### src/rtl/uart_pkg.sv
// Shared UART constants and the divisor helper used by the tick generator.
// The default divisor is computed at elaboration time from the clock and baud parameters.
package uart_pkg;

  localparam int OVERSAMPLE_DEF = 16;
  localparam int FRAC_BITS_DEF  = 8;
  localparam int MIN_DIV        = 2 << FRAC_BITS_DEF;

  // Rounded clocks-per-sample-tick in unsigned fixed point with frac_bits fraction bits.
  function automatic longint unsigned calc_div(
    input longint unsigned clk_hz,
    input longint unsigned baud,
    input longint unsigned os,
    input int unsigned     frac_bits = FRAC_BITS_DEF
  );
    longint unsigned den;
    den = baud * os;
    return ((clk_hz << frac_bits) + den / 2) / den;
  endfunction

endpackage

### src/rtl/frac_accum.sv
// Fractional-N phase accumulator: adds ONE per enabled cycle and wraps by div,
// flagging a tick on each wrap.
module frac_accum #(
  parameter int DIV_W     = 16,
  parameter int FRAC_BITS = 8
) (
  input  logic                       clk,
  input  logic                       reset,
  input  logic                       en,
  input  logic                       clr,
  input  logic [DIV_W+FRAC_BITS-1:0] div,
  output logic                       tick
);

  localparam int ACC_W = DIV_W + FRAC_BITS + 1;
  localparam logic [ACC_W-1:0] ONE = ACC_W'(1) << FRAC_BITS;

  logic [ACC_W-1:0] acc;
  logic [ACC_W-1:0] sum;
  logic [ACC_W-1:0] div_ext;
  logic [ACC_W-1:0] acc_next;
  logic             wrap;

  // acc stays below div, so acc+ONE always fits in the extra headroom bit.
  assign sum     = acc + ONE;
  assign div_ext = {1'b0, div};
  assign wrap    = (sum >= div_ext);

  // NOTE: every signal written here gets a default first so no latch is inferred.
  always_comb begin
    acc_next = acc;
    tick     = 1'b0;
    if (clr) begin
      acc_next = '0;
    end else if (en) begin
      acc_next = wrap ? (sum - div_ext) : sum;
      tick     = wrap;
    end
  end

  // NOTE: sequential state uses <= so all registers update from pre-edge values.
  always_ff @(posedge clk or posedge reset) begin
    if (reset) acc <= '0;
    else       acc <= acc_next;
  end

endmodule

### src/rtl/baud_tick_gen.sv
// Oversampling baud tick generator: divisor register, sample index and
// registered one-cycle s_tick / bit_tick / mid_tick enables.
module baud_tick_gen
  import uart_pkg::*;
#(
  parameter int CLK_HZ     = 100_000_000,
  parameter int BAUD       = 9600,
  parameter int OVERSAMPLE = OVERSAMPLE_DEF,
  parameter int DIV_W      = 16,
  parameter int FRAC_BITS  = FRAC_BITS_DEF
) (
  input  logic                          clk,
  input  logic                          reset,
  input  logic                          en,
  input  logic                          restart,
  input  logic                          div_wr,
  input  logic [DIV_W+FRAC_BITS-1:0]    div_in,
  output logic                          s_tick,
  output logic                          bit_tick,
  output logic                          mid_tick,
  output logic [$clog2(OVERSAMPLE)-1:0] sample_idx,
  output logic                          div_err
);

  localparam int D_W   = DIV_W + FRAC_BITS;
  localparam int IDX_W = $clog2(OVERSAMPLE);
  localparam logic [D_W-1:0] DEFAULT_DIV =
    D_W'(calc_div(longint'(CLK_HZ), longint'(BAUD), longint'(OVERSAMPLE), FRAC_BITS));
  localparam logic [D_W-1:0]   MIN_D    = D_W'(2) << FRAC_BITS;
  localparam logic [IDX_W-1:0] LAST_IDX = IDX_W'(OVERSAMPLE - 1);
  localparam logic [IDX_W-1:0] MID_IDX  = IDX_W'(OVERSAMPLE / 2 - 1);

  logic [D_W-1:0] div_q;
  logic           div_ok;
  logic           clr;
  logic           tick;

  // The 2.0 floor keeps s_tick pulses at least two cycles apart.
  assign div_ok = div_wr && (div_in >= MIN_D);
  assign clr    = restart || div_ok;

  frac_accum #(
    .DIV_W     (DIV_W),
    .FRAC_BITS (FRAC_BITS)
  ) u_accum (
    .clk   (clk),
    .reset (reset),
    .en    (en),
    .clr   (clr),
    .div   (div_q),
    .tick  (tick)
  );

  always_ff @(posedge clk or posedge reset) begin
    if (reset) begin
      div_q      <= DEFAULT_DIV;
      div_err    <= 1'b0;
      sample_idx <= '0;
      s_tick     <= 1'b0;
      bit_tick   <= 1'b0;
      mid_tick   <= 1'b0;
    end else begin
      s_tick   <= tick;
      bit_tick <= tick && (sample_idx == LAST_IDX);
      mid_tick <= tick && (sample_idx == MID_IDX);

      if (restart)   sample_idx <= '0;
      else if (tick) sample_idx <= sample_idx + IDX_W'(1);

      // A rejected write leaves the divisor alone; only the sticky flag records it.
      if (div_wr) begin
        div_err <= !div_ok;
        if (div_ok) div_q <= div_in;
      end
    end
  end

endmodule

### config.mk
export PLATFORM = sky130hd
export DESIGN_NAME = baud_tick_gen
export DESIGN_NICKNAME = d
export VERILOG_FILES = /design/src/rtl/uart_pkg.sv /design/src/rtl/frac_accum.sv /design/src/rtl/baud_tick_gen.sv
export SDC_FILE = /design/constraint.sdc
export NUM_CORES = 1
export LEC_CHECK = 0
export BUFFER_PORTS_ARGS = -buffer_cell sky130_fd_sc_hd__buf_2
export CAP_MARGIN = 5
export CORE_ASPECT_RATIO = 1.4
export CORE_MARGIN = 2
export CORE_UTILIZATION = 60
export CTS_CLUSTER_SIZE = 10
export DETAILED_ROUTE_END_ITERATION = 12
export PLACE_DENSITY = 0.88
export SYNTH_ARGS = -nofsm -noshare
export SYNTH_HDL_FRONTEND = slang
export SYNTH_SLANG_ARGS = --single-unit
export TNS_END_PERCENT = 10
### constraint.sdc
create_clock -name clk -period 4.7 [get_ports clk]
set_input_delay 1.175 -clock clk [delete_from_list [all_inputs] [get_ports clk]]
set_output_delay 1.175 -clock clk [all_outputs]
set_load 0.02 [all_outputs]
==> flow_metrics.env <==
export IMPL_outcome="complete, no violations"
export IMPL_crit_path_max_incr_delay_ns=0.82
export IMPL_fin_max_slew_vios=0
export IMPL_timing_worst_setup_path_type="reg -> reg"
export IMPL_routed_via_density=6.314
export IMPL_rr_endpoint="u_accum.acc[12]"
export IMPL_yosysTopAreaCell="sky130_fd_sc_hd__dfrtp_1"
export IMPL_critPathLaunch="u_accum.acc[8]"
export IMPL_vias=4079
export IMPL_initialDrtViolationCount=404
export IMPL_start_util_pct=62.07
export IMPL_place_detailed_hpwl_um=8589
export IMPL_synth_top_cells_by_count="sky130_fd_sc_hd__nand2_1, sky130_fd_sc_hd__dfrtp_1, sky130_fd_sc_hd__a21oi_1"
export IMPL_timing_hold_worst_class="reg -> reg"
export IMPL_post_synth_inst_count=521
export IMPL_syn2layout_area_growth_pct=10.35
export IMPL_core_rowCount=36
export IMPL_period_needed_ns=4.114
export IMPL_clockRootBuffer="sky130_fd_sc_hd__clkbuf_8"
export IMPL_drive_above_1_share_pct=16.15
export IMPL_drt_total_wl_um=11660
export IMPL_post_cts_setup_buffers=0
export IMPL_worst_vdd_ir_mv=0.2796
export IMPL_tritoncts_num_buffers=9
export IMPL_worst_slew_pin_transition_ns=0.9782
export IMPL_antenna_cells=0
export IMPL_r2r_slack_ns=0.59
export IMPL_first_pass_grt_wire_length_um=18890
export IMPL_overall_track_demand_over_capacity_in_global_routing_pct=31.36
export IMPL_route_detailed_wl_per_inst_um=18.05
export IMPL_worst_endpoint_required_ns=4.98
export IMPL_start_kind="flop"
export IMPL_yosysMostFrequentCell="sky130_fd_sc_hd__nand2_1"
export IMPL_report_final_setup_viol=0
export IMPL_clk_insertion_delay_late_ns=0.37
export IMPL_yosys_top_cells_area="sky130_fd_sc_hd__dfrtp_1, sky130_fd_sc_hd__ha_1, sky130_fd_sc_hd__nand2_1"
export IMPL_postSynthAreaPerCell_sq_um=8.264
export IMPL_cts_path_max_buffers=2
export IMPL_cts_hold_repair_buffers=0
export IMPL_die_area_sq_um=7879
export IMPL_critical_path_max_fanout=22
export IMPL_worst_setup_hold_path_clk_slew_ns=0.07
export IMPL_drv_cap=0
export IMPL_final_hold_viols=0
export IMPL_overflow=0
export IMPL_post_cts_resized_instances=0
export IMPL_design_core_area_sq_um=6937
export IMPL_reg2reg_from="u_accum.acc[8]"
export IMPL_dp_cells=630
export IMPL_cp_end_kind="flop"
export IMPL_port_buffer_count=36
export IMPL_postSynth_asyncResetShare_pct=100.0
export IMPL_yosys_warnings=0
export IMPL_crit_chain="ha_1 -> and3_1 -> nand3_4 -> nor2_1 -> xor2_1 -> ha_1 -> a21o_1 -> a21o_1 -> a21oi_1 -> o21ai_2 -> or3_1 -> or3_1 -> a21oi_1"
export IMPL_rsz0062_at_grt="false"
export IMPL_antenna_violating_nets_post_route=0
export IMPL_power_density_nw_per_um2=275.5
export IMPL_rd_place_congestion=1.028
export IMPL_grt_util_met3_pct=4.457
export IMPL_remaining_drc_errors=0
export IMPL_chipWidth_um=75.59
export IMPL_synth_nets=577
export IMPL_synth_seq_area_share_pct=33.36
export IMPL_post_synth_top_area_fraction_pct=28.48
export IMPL_top_level_ports=37
export IMPL_busiest_layer="met2"
export IMPL_number_of_cells_on_the_worst_reg_to_reg_path=13
export IMPL_maxSlewHeadroom_pct=34.79
export IMPL_numClockSinks=57
export IMPL_hold_ws_ns=0.5103
export IMPL_firstDrtPassIters=5
export IMPL_critical_path_endpoint="u_accum.acc[12]"
export IMPL_fin_crit_sh_pct=87.53
export IMPL_synthesis_area_sq_um=4305
export IMPL_fp_dieH_um=104.2
export IMPL_setup_tns_ns=0
export IMPL_use_met2_pct=52.98
export IMPL_ys_seq_elements=57
export IMPL_fin_nets=602
export IMPL_critPathArrivalTime_ns=4.40
export IMPL_grt_use_met1_pct=35.81
export IMPL_total_leakage_power_uw=0.002223
export IMPL_grt_max_degree=48
export IMPL_hold_depth=1
export IMPL_fin_cells=646
export IMPL_synth_edff_count=0
export IMPL_cts_tree="yes"
export IMPL_fin_worst_skew_ns=0.009536
export IMPL_via_count_of_the_first_global_routing_pass=4088
export IMPL_fmax_mhz=243.1
export IMPL_cts_htree_levels=3
export IMPL_synth_flop_cell="sky130_fd_sc_hd__dfrtp_1"
export IMPL_slowest_stage="sky130_fd_sc_hd__or3_1"
export IMPL_number_of_distinct_standard_cells_referenced_by_the_synthesized_netlist=70
export IMPL_antenna_found_initial=0
## placed cells by master (no fill, tap or decap), types with 11 or more instances in the layout
master                      n
sky130_fd_sc_hd__buf_2     36
sky130_fd_sc_hd__nand3_1   26
sky130_fd_sc_hd__xnor2_1   21
sky130_fd_sc_hd__nand2_1   65
sky130_fd_sc_hd__a21oi_1   40
sky130_fd_sc_hd__dfrtp_1   49
sky130_fd_sc_hd__a21o_1    17
sky130_fd_sc_hd__inv_1     31
sky130_fd_sc_hd__o21ai_0   37
sky130_fd_sc_hd__ha_1      26
sky130_fd_sc_hd__clkbuf_8  11
sky130_fd_sc_hd__nand4_1   12
sky130_fd_sc_hd__a31oi_1   19
sky130_fd_sc_hd__nor2_1    27
sky130_fd_sc_hd__xor2_1    13
## through the flow
| stage | power [uW] | utilization (%) | setup WS (ns) | instance area, sq um |
|---|---|---|---|---|
| after detailed placement | 823.0 | 65.51 | 0.6513 | 4544 |
| after global routing | 1364 | 68.49 | 0.2990 | 4751 |
| after floorplan | 746.0 | - | 1.274 | 4305 |
| final | 1309 | 68.49 | 0.5863 | 4751 |
| after CTS | 1307 | 68.49 | 0.6280 | 4751 |
| after global placement | 815.7 | 65.51 | 0.8085 | 4544 |
## final cells by class
cell class	count	area, sq um
repair buffers	42	225.2
clock buffers	12	155.1
fillers	581	2186
clock inverters	4	51.30
well taps	95	118.9
flip-flops and latches	57	1436
multi-input cells	403	2640
inverters	33	123.9
## layer usage
metal,vias up,wire [um]
met4,0,477
met2,136,6148
met1,1988,4520
met3,33,516
li1,1922,-
met5,-,0
## worst max-delay path: cells and delay by family (launching register included)
kind | cells | cell delay [ns]
compound gates | 5 | 0.90
simple gates | 5 | 1.87
flops | 1 | 0.40
xor+xnor | 1 | 0.23
fa+ha+maj | 2 | 0.63
## logic make-up (layout without fill, tap and decap cells)
group                      Yosys count  count (layout)  share of synthesized area, %
and+or+nand+nor                    184             184                         21.62
AOI/OAI and AO/OA                  154             154                         23.37
buffers and inverters               61              91                         5.754
DFF                                 57              57                         33.36
xor gates and xnor gates            34              34                         6.917
adders and majority gates           27              27                         8.021
muxes                                4               4                        0.9590
## worst min path at each step
stage | from | to | slack [ns]
after floorplan | div_q[11] | div_q[11] | 0.48
after global placement | div_err | div_err | 0.47
after detailed placement | div_err | div_err | 0.50
after CTS | sample_idx[3] | mid_tick | 0.51
after global routing | div_err | div_err | 0.54
final | sample_idx[3] | mid_tick | 0.51
## state kept, by name (all words and copies together), names as in the netlist
register / cells
u_accum.acc: 25
div_q: 24
sample_idx: 4
bit_tick: 1
div_err: 1
mid_tick: 1
s_tick: 1
## power by group
group / internal (uW) / switching [uW]
Sequential: 518 / 11.0
Clock: 274 / 213
Combinational: 103 / 190
Total: 895 / 413
Power figures use the tool's default switching activity.
